`src/rtl/hqm_rcfwl_pgcb_clkgate_ctl.sv`:
```
// Idle-driven clock-gate enable controller: runs the clkreq/clkack handshake,
// inserts a wake settle delay and holds the clock on through an idle hysteresis window.
module hqm_rcfwl_pgcb_clkgate_ctl #(
    parameter int WAKE_DLY = 4,
    parameter int HYST_W   = 8
) (
    input  logic              clk,
    input  logic              clr_b,
    input  logic              clkreq_sync,
    input  logic              busy,
    input  logic              force_on,
    input  logic [HYST_W-1:0] hyst_cnt,
    output logic              gate_en,
    output logic              clkack,
    output logic [1:0]        state
);

    typedef enum logic [1:0] {
        ST_OFF  = 2'd0,
        ST_WAKE = 2'd1,
        ST_ON   = 2'd2,
        ST_HYST = 2'd3
    } state_t;

    localparam logic [7:0]        WAKE_LOAD = 8'(WAKE_DLY - 1);
    localparam logic [7:0]        WCNT_ONE  = 8'd1;
    localparam logic [HYST_W-1:0] HCNT_ONE  = HYST_W'(1);
    localparam logic [HYST_W-1:0] HCNT_ZERO = '0;

    state_t            state_reg, state_next;
    logic [7:0]        wcnt_reg, wcnt_next;
    logic [HYST_W-1:0] hcnt_reg, hcnt_next;
    logic              gate_en_reg, gate_en_next;
    logic              clkack_reg, clkack_next;
    logic              act;

    assign act = clkreq_sync | busy | force_on;

    always_ff @(posedge clk or negedge clr_b) begin
        if (!clr_b) begin
            state_reg   <= ST_OFF;
            wcnt_reg    <= '0;
            hcnt_reg    <= '0;
            gate_en_reg <= 1'b0;
            clkack_reg  <= 1'b0;
        end else begin
            state_reg   <= state_next;
            wcnt_reg    <= wcnt_next;
            hcnt_reg    <= hcnt_next;
            gate_en_reg <= gate_en_next;
            clkack_reg  <= clkack_next;
        end
    end

    always_comb begin
        state_next = state_reg;
        wcnt_next  = wcnt_reg;
        hcnt_next  = hcnt_reg;
        case (state_reg)
            ST_OFF: begin
                if (act) begin
                    state_next = ST_WAKE;
                    wcnt_next  = WAKE_LOAD;
                end
            end
            ST_WAKE: begin
                // Settle delay always runs to completion, even if activity vanishes.
                if (wcnt_reg == 8'd0) begin
                    state_next = ST_ON;
                end else begin
                    wcnt_next = wcnt_reg - WCNT_ONE;
                end
            end
            ST_ON: begin
                if (!act) begin
                    state_next = ST_HYST;
                    hcnt_next  = hyst_cnt;
                end
            end
            ST_HYST: begin
                // Activity takes priority over an expiring idle count.
                if (act) begin
                    state_next = ST_ON;
                    hcnt_next  = HCNT_ZERO;
                end else if (hcnt_reg == HCNT_ZERO) begin
                    state_next = ST_OFF;
                end else begin
                    hcnt_next = hcnt_reg - HCNT_ONE;
                end
            end
            default: begin
                state_next = ST_OFF;
            end
        endcase
    end

    always_comb begin
        gate_en_next = (state_next != ST_OFF) | force_on;
        clkack_next  = clkreq_sync & ((state_next == ST_ON) | (state_next == ST_HYST));
    end

    assign gate_en = gate_en_reg;
    assign clkack  = clkack_reg;
    assign state   = state_reg;

endmodule
```
`config.mk`:
```
export PLATFORM = sky130hd
export DESIGN_NAME = hqm_rcfwl_pgcb_clkgate_ctl
export DESIGN_NICKNAME = d
export VERILOG_FILES = /design/src/rtl/hqm_rcfwl_pgcb_clkgate_ctl.sv
export SDC_FILE = /design/constraint.sdc
export NUM_CORES = 1
export LEC_CHECK = 0
export CAP_MARGIN = 10
export CORE_ASPECT_RATIO = 1.75
export CORE_MARGIN = 1
export CORE_UTILIZATION = 40
export DETAILED_ROUTE_END_ITERATION = 6
export HOLD_SLACK_MARGIN = 0.12
export SLEW_MARGIN = 20
export SYNTH_ARGS = -nofsm -noshare
export SYNTH_HDL_FRONTEND = slang
export SYNTH_SLANG_ARGS = --single-unit
```
`constraint.sdc`:
```
create_clock -name clk -period 4.8 [get_ports clk]
set_input_delay 0.48 -clock clk [delete_from_list [all_inputs] [get_ports clk]]
set_output_delay 0.48 -clock clk [all_outputs]
set_load 0.02 [all_outputs]
```
==> flow_summary.html, run 1 <==
<table>
<tr><th>Metric</th><th>Value</th></tr>
<tr><th colspan="2">Drt</th></tr>
<tr><td>Detailed-route DRC error count</td><td>0</td></tr>
<tr><td>Total vias in the final route</td><td>1030</td></tr>
<tr><td>Avg WL per Cell</td><td>16.80 um</td></tr>
<tr><td>Drt first pass iters</td><td>4</td></tr>
<tr><td>Violation count after the first detailed-routing iteration</td><td>31</td></tr>
<tr><td>Antenna Nets Post-Route</td><td>0</td></tr>
<tr><td>Drt total wl</td><td>~2800 um</td></tr>
<tr><td>Via count normalized by instance count</td><td>6.205</td></tr>
<tr><th colspan="2">Global routing</th></tr>
<tr><td>Initial antenna violation count</td><td>0</td></tr>
<tr><td>Remaining global-route overflow</td><td>0</td></tr>
<tr><td>Wire length of the first global-routing pass</td><td>4947 um</td></tr>
<tr><td>Via count of the first global-routing pass</td><td>1074</td></tr>
<tr><td>Largest net degree at the start of global routing</td><td>21</td></tr>
<tr><td>Total global-route track usage</td><td>20.60%</td></tr>
<tr><th colspan="2">Timing</th></tr>
<tr><td>Minimum period implied by the final worst setup slack</td><td>about 2400 ps</td></tr>
<tr><td>Setup repair after global routing missed its margin</td><td>false</td></tr>
<tr><td>Sum Neg Setup Slack</td><td>0 ps</td></tr>
<tr><td># setup viols final</td><td>0</td></tr>
<tr><td>Achievable frequency</td><td>about 420 MHz</td></tr>
<tr><td>Final worst path period share</td><td>approximately half</td></tr>
<tr><td>Clock Skews</td><td>4.403 ps</td></tr>
<tr><td>Transition at the pin with the smallest max-transition slack</td><td>924.3 ps</td></tr>
<tr><td>Max-slew headroom at the worst pin</td><td>38.19%</td></tr>
<tr><td>Fin. max-slew vios</td><td>0</td></tr>
<tr><td>Hold Violations, Final</td><td>0</td></tr>
<tr><th colspan="2">Synthesis</th></tr>
<tr><td>Part of the Yosys area used for sequential elements</td><td>42.46%</td></tr>
<tr><td>Post-synthesis net count</td><td>139</td></tr>
<tr><td>Post-synthesis cell area</td><td>1179 um^2</td></tr>
<tr><td>Flops &amp; latches, synth</td><td>20</td></tr>
<tr><td>Commonest register cell after synthesis</td><td>sky130_fd_sc_hd__dfrtp_1</td></tr>
<tr><td>Cell variety after synth</td><td>41</td></tr>
<tr><td>Avg Synthesized Cell Area</td><td>9.505 um^2</td></tr>
<tr><td>Number of warnings printed during yosys synthesis</td><td>0</td></tr>
<tr><td>Syn Inst Count</td><td>124</td></tr>
<tr><td>Share of synthesized registers carrying an async set or reset</td><td>between 90% and 100%</td></tr>
<tr><td>Number of enable flip-flop cells after synthesis</td><td>0</td></tr>
<tr><th colspan="2">Placement</th></tr>
<tr><td>Standard cell area after detailed placement</td><td>roughly 1300 um^2</td></tr>
<tr><td>Routability cong.</td><td>0.8074</td></tr>
<tr><td>Count of buffers inserted at the top-level ports</td><td>16</td></tr>
<tr><td>Post-DP HPWL</td><td>2094 um</td></tr>
<tr><td>Number of placed cells counting well taps</td><td>162</td></tr>
<tr><th colspan="2">Cells and area</th></tr>
<tr><td>Area growth from synthesis to layout</td><td>18.79%</td></tr>
<tr><td>Share of post-route cells with drive strength above 1</td><td>8.633%</td></tr>
<tr><td>Antenna Diode Count</td><td>0</td></tr>
<tr><td>Final core utilization</td><td>approximately 51%</td></tr>
<tr><td>Count of placed standard cells in the final layout, fillers left out</td><td>166</td></tr>
<tr><td>Final #Nets</td><td>155</td></tr>
<tr><td>Final design area excluding fillers</td><td>approximately 1400 um^2</td></tr>
<tr><th colspan="2">Critical path</th></tr>
<tr><td>WP data required</td><td>4950 ps</td></tr>
<tr><td>Timing startpoint of the critical path</td><td>hcnt_reg[0]</td></tr>
<tr><td>CP startpoint kind</td><td>flip-flop</td></tr>
<tr><td>Type of the worst setup path</td><td>flip-flop to flip-flop</td></tr>
<tr><td>Critical path capture point type</td><td>flip-flop</td></tr>
<tr><td>Cell depth of the worst flop-to-flop path</td><td>6</td></tr>
<tr><td>Largest fanout on the critical path</td><td>8</td></tr>
<tr><td>CP arrival</td><td>2510 ps</td></tr>
<tr><td>Worst R2R Start</td><td>hcnt_reg[0]</td></tr>
<tr><th colspan="2">Floorplan</th></tr>
<tr><td>Core area</td><td>2753 um^2</td></tr>
<tr><td>IO Pins</td><td>17</td></tr>
<tr><td>Horizontal extent of the die</td><td>43.04 um</td></tr>
<tr><td>Full die area</td><td>3176 um^2</td></tr>
<tr><td>Initial Utilization</td><td>42.82%</td></tr>
<tr><td>Number of standard-cell rows in the floorplan</td><td>25</td></tr>
<tr><td>Vertical extent of the die</td><td>73.81 um</td></tr>
<tr><th colspan="2">Worst hold path</th></tr>
<tr><td>Hold/Removal Path Class</td><td>flip-flop to flip-flop</td></tr>
<tr><td>Min-delay src</td><td>hcnt_reg[7]</td></tr>
<tr><td>Worst hold path depth</td><td>1</td></tr>
<tr><th colspan="2">Power</th></tr>
<tr><td>Reported leakage power</td><td>approximately 0.00057 uW</td></tr>
<tr><td>Sw Share</td><td>35.56%</td></tr>
<tr><td>VDD IR max</td><td>0.0002409 V</td></tr>
<tr><td>Relative contribution of the clock network to total power</td><td>23.1%</td></tr>
<tr><td>Power Dens Cells</td><td>402.9 nW/um^2</td></tr>
<tr><td>PnR Total Power</td><td>564.1 uW</td></tr>
<tr><td>Pint</td><td>363.5 uW</td></tr>
<tr><td>Comb power frac</td><td>31.0%</td></tr>
<tr><td>Net switching power</td><td>roughly 200 uW</td></tr>
<tr><td>Share of total power in sequential cells</td><td>45.9%</td></tr>
<tr><th colspan="2">Clock tree</th></tr>
<tr><td>Clock root buffer</td><td>sky130_fd_sc_hd__clkbuf_8</td></tr>
<tr><td>Number of buffers added for setup after CTS</td><td>0</td></tr>
<tr><td># hold bufs at CTS</td><td>0</td></tr>
<tr><td>Number of buffers inserted during clock tree synthesis</td><td>3</td></tr>
<tr><td>CTS tree</td><td>yes</td></tr>
<tr><td>Clock-pin slew on the worst setup and hold paths</td><td>approximately 80 ps</td></tr>
<tr><td>CTS Sinks</td><td>20</td></tr>
<tr><td>H-tree depth reported by CTS</td><td>1</td></tr>
<tr><td>Total of cells resized after clock tree synthesis</td><td>0</td></tr>
<tr><td>Buffer depth of the longest clock path</td><td>2</td></tr>
<tr><td>Clk_lat worst skew</td><td>between 200 and 300 ps</td></tr>
<tr><th colspan="2">Run status</th></tr>
<tr><td>Outcome</td><td>finished, final reports clean</td></tr>
<tr><th colspan="2">Job</th></tr>
<tr><td>Max-capacitance violation count</td><td>0</td></tr>
</table>
cell usage after synthesis (all sizes together) (2+ instances only):
library cell / instances / area share [%]
o21a: 2 / 1.3
nor3: 4 / 2.1
a32oi: 4 / 3.0
o2bb2ai: 4 / 3.0
clkbuf: 4 / 1.4
a22oi: 3 / 1.9
or3: 6 / 3.4
inv: 7 / 2.2
o31a: 2 / 1.5
o31ai: 3 / 1.9
or4: 4 / 2.9
mux2i: 3 / 2.5
o21ai: 11 / 4.7
a21oi: 6 / 2.5
ha: 2 / 2.1
nand2: 8 / 2.5
nand2b: 3 / 1.6
nor4: 4 / 2.1
nor2: 6 / 1.9
a211oi: 2 / 1.3
dfrtp: 20 / 42
kinds of logic after synthesis:
kind of cell | Yosys count | share of synthesized area (%)
buf+inv | 12 | 4.565
simple gates | 43 | 22.61
fa+ha+maj | 2 | 2.123
compound gates | 43 | 24.73
flops | 20 | 42.46
mux | 4 | 3.503
layer usage:
layer | part of all wire [%] | GRT usage, %
met5 | 0 | 0
met4 | 1.6 | 8.081
met3 | 1.9 | 2.948
met2 | 57 | 39.56
met1 | 40 | 21.79
power by group through the flow:
stage | logic, uW | clock network, uW | registers, uW
floorplan | 126 | 0 | 248
global placement | 172 | 0 | 258
detailed placement | 176 | 0 | 260
CTS | 176 | 136 | 258
global route | 193 | 144 | 267
finish | 175 | 130 | 259
cell usage in the layout (no fill, tap or decap), types with 3 or more instances in the layout:
master                            count
sky130_fd_sc_hd__dfrtp_1             20
sky130_fd_sc_hd__clkdlybuf4s50_1     16
sky130_fd_sc_hd__o21ai_0             11
sky130_fd_sc_hd__nand2_1              8
sky130_fd_sc_hd__inv_1                7
sky130_fd_sc_hd__nor2_1               6
sky130_fd_sc_hd__a21oi_1              6
sky130_fd_sc_hd__or3_1                4
sky130_fd_sc_hd__nor4_1               4
sky130_fd_sc_hd__a32oi_1              4
sky130_fd_sc_hd__o2bb2ai_1            4
sky130_fd_sc_hd__clkbuf_8             4
sky130_fd_sc_hd__nand2b_1             3
sky130_fd_sc_hd__o31ai_1              3
sky130_fd_sc_hd__or4_1                3
sky130_fd_sc_hd__nor3_1               3
sky130_fd_sc_hd__a22oi_1              3
sky130_fd_sc_hd__mux2i_1              3
path summary, 6_finish.rpt:
path / to / slack (ps)
setup / recovery: hcnt_reg[1] / 2440
hold / removal: hcnt_reg[7] / 510
hold reg to reg: hcnt_reg[7] / 510
setup reg to reg: hcnt_reg[1] / 2440
min in group asynchronous: wcnt_reg[3] / 730
max in group asynchronous: wcnt_reg[5] / 3500
critical path: stages (launching register included):
cell and delay (ps):
sky130_fd_sc_hd__dfrtp_1 410, sky130_fd_sc_hd__inv_1 100, sky130_fd_sc_hd__ha_1 200, sky130_fd_sc_hd__nor3b_1 640, sky130_fd_sc_hd__nand4_1 220, sky130_fd_sc_hd__nand2_1 300
sky130_fd_sc_hd__mux2_2 370
layout make-up:
| type | instances | area [um^2] |
|---|---|---|
| well taps | 27 | 33.78 |
| clock buffers | 4 | 55.05 |
| flip-flops and latches | 20 | 500.5 |
| repair buffers | 16 | 160.2 |
| multi-input cells | 92 | 624.3 |
| inverters | 7 | 26.28 |
| fillers | 257 | 1353 |
per-stage QoR:
stage | hold WS, ps | setup slack [ps]
6_report | 512.8 | 2444
4_1_cts | 513.1 | 2509
5_1_grt | 551.2 | 2364
3_3_place_gp | 488.2 | 2431
3_5_place_dp | 490.7 | 2354
2_1_floorplan | 184.4 | 2922
Power figures use the tool's default switching activity.
==> run 2: changes to the inputs <==
- clock period: 4.8 -> 1.9 ns (I/O delays scaled with it)
==> run 2 against run 1 <==
Count of clock-buffer cells in the layout did not move. Via count rose by 9.0%. Largest power group unchanged. Combinational power rose to 2.9 times the previous value. Total power grew to 2.6 times the previous value. Sequential share of layout area fell by 4.1 points. Critical path depth down 2. Clock power rose to 2.5 times the previous value. Worst hold slack got worse by 250 ps. Design area grew 13%. Die area is the same. Final cell count rose by 14%. Critical path type unchanged. Clock skew shrank 1.5 ps. Critical endpoint is now wcnt_reg[4].
==> flow_summary.html, run 2 (same netlist as run 1, synthesis figures left out) <==
<table>
<tr><th>Metric</th><th>Value</th></tr>
<tr><th colspan="2">Run status</th></tr>
<tr><td>Outcome</td><td>finished, final reports clean</td></tr>
<tr><th colspan="2">Drt</th></tr>
<tr><td>Antenna Nets Post-Route</td><td>0 (unchanged)</td></tr>
<tr><td>Total vias in the final route</td><td>1123 (+9.0%)</td></tr>
<tr><td>Detailed-route DRC error count</td><td>0 (unchanged)</td></tr>
<tr><td>Violation count after the first detailed-routing iteration</td><td>28 (-9.7%)</td></tr>
<tr><td>Via count normalized by instance count</td><td>5.942 (-4.2%)</td></tr>
<tr><td>Drt total wl</td><td>2921 um (+4.8%)</td></tr>
<tr><td>Avg WL per Cell</td><td>15.46 um (-8.0%)</td></tr>
<tr><td>Drt first pass iters</td><td>4 (unchanged)</td></tr>
<tr><th colspan="2">Global routing</th></tr>
<tr><td>Wire length of the first global-routing pass</td><td>4857 um (-1.8%)</td></tr>
<tr><td>Via count of the first global-routing pass</td><td>1138 (+6.0%)</td></tr>
<tr><td>Total global-route track usage</td><td>20.53% (-0.069 points)</td></tr>
<tr><td>Initial antenna violation count</td><td>0 (unchanged)</td></tr>
<tr><td>Remaining global-route overflow</td><td>0 (unchanged)</td></tr>
<tr><td>Largest net degree at the start of global routing</td><td>21 (unchanged)</td></tr>
<tr><th colspan="2">Timing</th></tr>
<tr><td>Achievable frequency</td><td>552.0 MHz (+30%)</td></tr>
<tr><td>Hold Violations, Final</td><td>0 (unchanged)</td></tr>
<tr><td>Max-slew headroom at the worst pin</td><td>59.17% (+21 points)</td></tr>
<tr><td>Transition at the pin with the smallest max-transition slack</td><td>606.8 ps (-317.5 ps)</td></tr>
<tr><td>Worst hold slack after final layout</td><td>264.7 ps (-248.0 ps)</td></tr>
<tr><td>Fin. max-slew vios</td><td>0 (unchanged)</td></tr>
<tr><td>Minimum period implied by the final worst setup slack</td><td>1811 ps (-544.7 ps)</td></tr>
<tr><td># setup viols final</td><td>0 (unchanged)</td></tr>
<tr><td>Clock Skews</td><td>2.918 ps (-1.485 ps)</td></tr>
<tr><td>Final worst path period share</td><td>95.34% (+46 points)</td></tr>
<tr><td>Setup repair after global routing missed its margin</td><td>false</td></tr>
<tr><th colspan="2">Critical path</th></tr>
<tr><td>Worst R2R Start</td><td>state[1]</td></tr>
<tr><td>WP data required</td><td>2090 ps (-2860 ps)</td></tr>
<tr><td>Type of the worst setup path</td><td>flip-flop to flip-flop</td></tr>
<tr><td>Largest fanout on the critical path</td><td>8 (unchanged)</td></tr>
<tr><td>CP arrival</td><td>2000 ps (-510 ps)</td></tr>
<tr><td>Critical path capture point type</td><td>flip-flop</td></tr>
<tr><td>Timing startpoint of the critical path</td><td>state[1]</td></tr>
<tr><td>CP startpoint kind</td><td>flip-flop</td></tr>
<tr><th colspan="2">Floorplan</th></tr>
<tr><td>Initial Utilization</td><td>42.82% (unchanged)</td></tr>
<tr><td>Number of standard-cell rows in the floorplan</td><td>25 (unchanged)</td></tr>
<tr><td>Horizontal extent of the die</td><td>43.04 um (unchanged)</td></tr>
<tr><td>IO Pins</td><td>17 (unchanged)</td></tr>
<tr><td>Full die area</td><td>3176 um^2 (unchanged)</td></tr>
<tr><td>Vertical extent of the die</td><td>73.81 um (unchanged)</td></tr>
<tr><td>Core area</td><td>2753 um^2 (unchanged)</td></tr>
<tr><th colspan="2">Placement</th></tr>
<tr><td>Count of buffers inserted at the top-level ports</td><td>16 (unchanged)</td></tr>
<tr><td>Post-DP HPWL</td><td>2267 um (+8.3%)</td></tr>
<tr><td>Standard cell area after detailed placement</td><td>1518 um^2 (+13%)</td></tr>
<tr><td>Routability cong.</td><td>0.7850 (-2.8%)</td></tr>
<tr><th colspan="2">Cells and area</th></tr>
<tr><td>Top library cells by usage in the layout, fill and taps aside</td><td>sky130_fd_sc_hd__buf_4, sky130_fd_sc_hd__dfrtp_1, sky130_fd_sc_hd__clkdlybuf4s50_1</td></tr>
<tr><td>Antenna Diode Count</td><td>0 (unchanged)</td></tr>
<tr><td>Area growth from synthesis to layout</td><td>33.97%</td></tr>
<tr><td>Share of post-route cells with drive strength above 1</td><td>22.22% (+14 points)</td></tr>
<tr><td>Most frequent standard cell in the layout excluding fill and tap cells</td><td>sky130_fd_sc_hd__buf_4</td></tr>
<tr><td>Final design area excluding fillers</td><td>1579 um^2 (+13%)</td></tr>
<tr><td>Final #Nets</td><td>178 (+15%)</td></tr>
<tr><th colspan="2">Power</th></tr>
<tr><td>Reported leakage power</td><td>0.0006818 uW (+21%)</td></tr>
<tr><td>Power Dens Cells</td><td>937.5 nW/um^2 (+130%)</td></tr>
<tr><td>VDD IR max</td><td>0.0006168 V (+160%)</td></tr>
<tr><th colspan="2">Clock tree</th></tr>
<tr><td>Buffer depth of the longest clock path</td><td>2 (unchanged)</td></tr>
<tr><td>H-tree depth reported by CTS</td><td>1 (unchanged)</td></tr>
<tr><td># hold bufs at CTS</td><td>0 (unchanged)</td></tr>
<tr><td>Clk_lat worst skew</td><td>260 ps (about the same)</td></tr>
<tr><td>Number of buffers inserted during clock tree synthesis</td><td>3 (unchanged)</td></tr>
<tr><td>CTS tree</td><td>yes</td></tr>
<tr><td>Clock root buffer</td><td>sky130_fd_sc_hd__clkbuf_8</td></tr>
<tr><td>Total of cells resized after clock tree synthesis</td><td>0 (unchanged)</td></tr>
<tr><td>Number of buffers added for setup after CTS</td><td>0 (unchanged)</td></tr>
<tr><td>Clock-pin slew on the worst setup and hold paths</td><td>70 ps (about the same)</td></tr>
<tr><td>CTS Sinks</td><td>20 (unchanged)</td></tr>
<tr><th colspan="2">Job</th></tr>
<tr><td>Max-capacitance violation count</td><td>0 (unchanged)</td></tr>
<tr><th colspan="2">Worst hold path</th></tr>
<tr><td>Hold/Removal Path Class</td><td>input port to async pin</td></tr>
</table>
==> run 2: changes by cell type in the layout (fill, tap and decap cells not counted), sizes merged <==
cell,previous run,this run
buf,0,23
==> run 2: final cells by class <==
type	count	area (um^2)
clock buffers	4	55.05
repair buffers	39	332.8
flip-flops and latches	20	500.5
inverters	7	26.28
well taps	27	33.78
fillers	241	1174
multi-input cells	92	630.6
==> run 2: through the flow <==
step           power, uW  setup WS (ps)  std cells  TNS [ps]  util, %
6_report            1480          88.52        189         0    57.36
5_1_grt             1587          8.198        189         0    57.36
4_1_cts             1495         0.4674        189         0    57.14
3_5_place_dp        1158         -16.13        185    -16.51    55.14
3_3_place_gp        1147          21.48        185         0    55.14
2_1_floorplan      944.4          22.30        124         0        -
==> run 2: critical path, cell delays in order, from the launching register on <==
cell and delay (ps):
sky130_fd_sc_hd__dfrtp_1 460, sky130_fd_sc_hd__buf_4 190, sky130_fd_sc_hd__o21bai_1 260, sky130_fd_sc_hd__or4b_2 670
sky130_fd_sc_hd__a21oi_1 160
==> run 2: path summary, 6_finish.rpt <==
kind,endpoint,slack [ps],cells past startpoint
max,wcnt_reg[4],90,4
min,wcnt_reg[5],260,2
max reg2reg,wcnt_reg[4],90,4
min reg2reg,hcnt_reg[7],520,1
max in group asynchronous,hcnt_reg[1],1420,2
min in group clk,hcnt_reg[7],520,1
==> run 2: power breakdown <==
group	leakage (uW)	switching, uW	internal (uW)	total [uW]
Clock	0.0000288	144	185	329
Combinational	0.000411	257	256	513
Sequential	0.000242	108	531	639
Total	0.000682	509	971	1480
==> run 2: metal layers <==
layer / GRT usage [%] / routed length (um)
met1: 20.34 / 1158
met2: 41.25 / 1659
met4: 8.081 / 53
met3: 2.457 / 49
met5: 0 / 0
==> run 3: changes to the inputs <==
- CORE_MARGIN: 1 -> 8
- GPL_ROUTABILITY_DRIVEN: not set -> 0
==> run 3 against run 2 <==
Combinational power up 8.6%. Worst hold slack better by 5.5 ps. Clock skew up 1.7 ps. Die area up 58%. First-iteration DRC count down 29%. Maximum frequency down 0.46%. Largest power group unchanged. Highest routed layer unchanged. Via count up 0.98%. Register-to-register slack about the same. Setup slack worse by 8.4 ps. Core utilization down 1.1 points. Routed wire length up 8.2%. Critical path depth up 1.
==> flow_summary.html, run 3 (same netlist as run 1, synthesis figures left out) <==
<table>
<tr><th>Metric</th><th>Value</th></tr>
<tr><th colspan="2">Cells and area</th></tr>
<tr><td>Share of post-route cells with drive strength above 1</td><td>24.39% (+2.2 points)</td></tr>
<tr><td>Final #Nets</td><td>180 (+1.1%)</td></tr>
<tr><td>Most frequent standard cell in the layout excluding fill and tap cells</td><td>sky130_fd_sc_hd__buf_4</td></tr>
<tr><td>Antenna Diode Count</td><td>0 (unchanged)</td></tr>
<tr><td>Top library cells by usage in the layout, fill and taps aside</td><td>sky130_fd_sc_hd__buf_4, sky130_fd_sc_hd__dfrtp_1, sky130_fd_sc_hd__clkdlybuf4s50_1</td></tr>
<tr><td>Count of placed standard cells in the final layout, fillers left out</td><td>192 (+1.6%)</td></tr>
<tr><td>Area growth from synthesis to layout</td><td>36.73%</td></tr>
<tr><th colspan="2">Placement</th></tr>
<tr><td>Count of buffers inserted at the top-level ports</td><td>16 (unchanged)</td></tr>
<tr><td>Number of placed cells counting well taps</td><td>186 (+0.54%)</td></tr>
<tr><td>Post-DP HPWL</td><td>2545 um (+12%)</td></tr>
<tr><th colspan="2">Timing</th></tr>
<tr><td># setup viols final</td><td>0 (unchanged)</td></tr>
<tr><td>Max-slew headroom at the worst pin</td><td>56.50% (-2.7 points)</td></tr>
<tr><td>Setup repair after global routing missed its margin</td><td>true</td></tr>
<tr><td>Worst hold slack after final layout</td><td>270.3 ps (+5.538 ps)</td></tr>
<tr><td>Minimum period implied by the final worst setup slack</td><td>1820 ps (+8.404 ps)</td></tr>
<tr><td>Clock Skews</td><td>4.596 ps (+1.677 ps)</td></tr>
<tr><td>Hold Violations, Final</td><td>0 (unchanged)</td></tr>
<tr><td>Transition at the pin with the smallest max-transition slack</td><td>646.5 ps (+39.74 ps)</td></tr>
<tr><td>Achievable frequency</td><td>549.5 MHz (-0.46%)</td></tr>
<tr><td>Final worst path period share</td><td>95.78% (+0.44 points)</td></tr>
<tr><td>Fin. max-slew vios</td><td>0 (unchanged)</td></tr>
<tr><th colspan="2">Clock tree</th></tr>
<tr><td># hold bufs at CTS</td><td>0 (unchanged)</td></tr>
<tr><td>Buffer depth of the longest clock path</td><td>2 (unchanged)</td></tr>
<tr><td>H-tree depth reported by CTS</td><td>1 (unchanged)</td></tr>
<tr><td>Number of buffers inserted during clock tree synthesis</td><td>3 (unchanged)</td></tr>
<tr><td>Clock-pin slew on the worst setup and hold paths</td><td>70 ps (about the same)</td></tr>
<tr><td>Clk_lat worst skew</td><td>260 ps (about the same)</td></tr>
<tr><td>CTS tree</td><td>yes</td></tr>
<tr><td>Clock root buffer</td><td>sky130_fd_sc_hd__clkbuf_8</td></tr>
<tr><td>CTS Sinks</td><td>20 (unchanged)</td></tr>
<tr><th colspan="2">Global routing</th></tr>
<tr><td>Initial antenna violation count</td><td>0 (unchanged)</td></tr>
<tr><td>Largest net degree at the start of global routing</td><td>21 (unchanged)</td></tr>
<tr><td>Via count of the first global-routing pass</td><td>1257 (+10%)</td></tr>
<tr><td>Wire length of the first global-routing pass</td><td>5513 um (+14%)</td></tr>
<tr><td>Remaining global-route overflow</td><td>0 (unchanged)</td></tr>
<tr><td>Total global-route track usage</td><td>13.44% (-7.1 points)</td></tr>
<tr><th colspan="2">Run status</th></tr>
<tr><td>Outcome</td><td>finished, final reports clean</td></tr>
<tr><th colspan="2">Critical path</th></tr>
<tr><td>Kind of cell adding the most delay to the critical path</td><td>simple AND/OR/NAND/NOR gates</td></tr>
<tr><td>Cell depth of the worst flop-to-flop path</td><td>5 (+1)</td></tr>
<tr><td>Number of buffers and inverters on the critical path</td><td>1 (unchanged)</td></tr>
<tr><td>Critical path capture point type</td><td>flip-flop</td></tr>
<tr><td>CP startpoint kind</td><td>flip-flop</td></tr>
<tr><td>Largest stage delay, worst path</td><td>580 ps (-90 ps)</td></tr>
<tr><td>Worst R2R Start</td><td>wcnt_reg[6]</td></tr>
<tr><td>Cell with the largest stage delay on the worst path</td><td>sky130_fd_sc_hd__or4_4</td></tr>
<tr><td>FF-to-FF End</td><td>wcnt_reg[6]</td></tr>
<tr><td>Largest fanout on the critical path</td><td>6 (-2)</td></tr>
<tr><td>Ordered list of cells on the worst path</td><td>or4_4, nor4b_4, buf_4, o31a_1, o21a_1</td></tr>
<tr><td>CP arrival</td><td>2020 ps (+20 ps)</td></tr>
<tr><td>Type of the worst setup path</td><td>flip-flop to flip-flop</td></tr>
<tr><td>WP data required</td><td>2100 ps (about the same)</td></tr>
<tr><td>Register-to-register setup slack</td><td>80 ps (about the same)</td></tr>
<tr><th colspan="2">Drt</th></tr>
<tr><td>Violation count after the first detailed-routing iteration</td><td>20 (-29%)</td></tr>
<tr><td>Avg WL per Cell</td><td>16.46 um (+6.5%)</td></tr>
<tr><td>Detailed-route DRC error count</td><td>0 (unchanged)</td></tr>
<tr><td>Via count normalized by instance count</td><td>5.906 (-0.60%)</td></tr>
<tr><td>Drt total wl</td><td>3160 um (+8.2%)</td></tr>
<tr><td>Antenna Nets Post-Route</td><td>0 (unchanged)</td></tr>
<tr><td>Drt first pass iters</td><td>4 (unchanged)</td></tr>
<tr><td>Total vias in the final route</td><td>1134 (+0.98%)</td></tr>
<tr><th colspan="2">Power</th></tr>
<tr><td>Reported leakage power</td><td>0.0006922 uW (+1.5%)</td></tr>
<tr><td>VDD IR max</td><td>0.0007725 V (+25%)</td></tr>
<tr><td>Power Dens Cells</td><td>946.4 nW/um^2 (+0.94%)</td></tr>
<tr><th colspan="2">Floorplan</th></tr>
<tr><td>Core area</td><td>2863 um^2 (+4.0%)</td></tr>
<tr><td>Vertical extent of the die</td><td>87.81 um (+19%)</td></tr>
<tr><td>Full die area</td><td>5008 um^2 (+58%)</td></tr>
<tr><td>Initial Utilization</td><td>41.17% (-1.6 points)</td></tr>
<tr><td>Number of standard-cell rows in the floorplan</td><td>26 (+4.0%)</td></tr>
<tr><td>IO Pins</td><td>17 (unchanged)</td></tr>
<tr><td>Horizontal extent of the die</td><td>57.04 um (+33%)</td></tr>
<tr><th colspan="2">Job</th></tr>
<tr><td>Max-capacitance violation count</td><td>0 (unchanged)</td></tr>
<tr><th colspan="2">Worst hold path</th></tr>
<tr><td>Hold/Removal Path Class</td><td>input port to async pin</td></tr>
</table>
==> run 3: cell types whose count changed in the layout (fill, tap and decap cells not counted) <==
cell,delta
sky130_fd_sc_hd__buf_4,+2
sky130_fd_sc_hd__nand2b_2,-1
sky130_fd_sc_hd__nand2b_4,+1
sky130_fd_sc_hd__nor4_1,-1
sky130_fd_sc_hd__nor4_2,+1
sky130_fd_sc_hd__o31ai_1,-1
sky130_fd_sc_hd__o31ai_2,+1
==> run 3: metal layers <==
layer	share of wire [%]	vias to the layer above	global-route usage [%]
li1	-	557	-
met1	37	554	13.11
met2	59	17	26.56
met3	2.8	6	2.467
met4	1.5	0	4.721
met5	0	-	0
==> run 3: worst max path at each step <==
| stage | startpoint | end | slack (ps) | depth (start not counted) |
|---|---|---|---|---|
| finish | wcnt_reg[6] | wcnt_reg[6] | 80 | 5 |
| global route | wcnt_reg[6] | wcnt_reg[5] | -9 | 5 |
| CTS | wcnt_reg[0] | wcnt_reg[5] | 20 | 7 |
| detailed placement | busy | wcnt_reg[2] | -50 | 6 |
| global placement | busy | wcnt_reg[2] | 7 | 6 |
| floorplan | hcnt_reg[0] | hcnt_reg[1] | 20 | 6 |
==> run 3: cell type report <==
| cell class | count | area [um^2] |
|---|---|---|
| Clock buffer | 4 | 55.05 |
| Multi-Input combinational cell | 92 | 646.9 |
| Tap cell | 28 | 35.03 |
| Sequential cell | 20 | 500.5 |
| Inverter | 7 | 26.28 |
| Fill cell | 285 | 1251 |
| Timing Repair Buffer | 41 | 347.8 |
==> run 3: repair_timing <==
| action | in CTS | in global routing |
|---|---|---|
| endpoints found under the hold margin | 0 | 0 |
| resized for setup | 1 | 4 |
| endpoints found under the setup margin | 1 | 6 |
| pin swaps | 0 | 4 |
| setup buffers | 0 | 2 |
==> run 3: per-stage QoR <==
| stage | setup WS, ps | total power [uW] | instance area [um^2] | TNS [ps] | util, % |
|---|---|---|---|---|---|
| detailed placement | -49.91 | 1170 | 1519 | -61.29 | 53.06 |
| floorplan | 22.30 | 944.4 | 1179 | 0 | - |
| global placement | 7.014 | 1150 | 1519 | 0 | 53.06 |
| CTS | 19.08 | 1505 | 1578 | 0 | 55.11 |
| global route | -9.413 | 1626 | 1612 | -23.38 | 56.29 |
| finish | 80.12 | 1525 | 1612 | 0 | 56.29 |
==> run 3: report_power, final <==
| part | switching [uW] | internal [uW] | leakage [uW] |
|---|---|---|---|
| Combinational | 274 | 283 | 0.000421 |
| Sequential | 105 | 531 | 0.000242 |
| Clock | 147 | 185 | 0.0000288 |
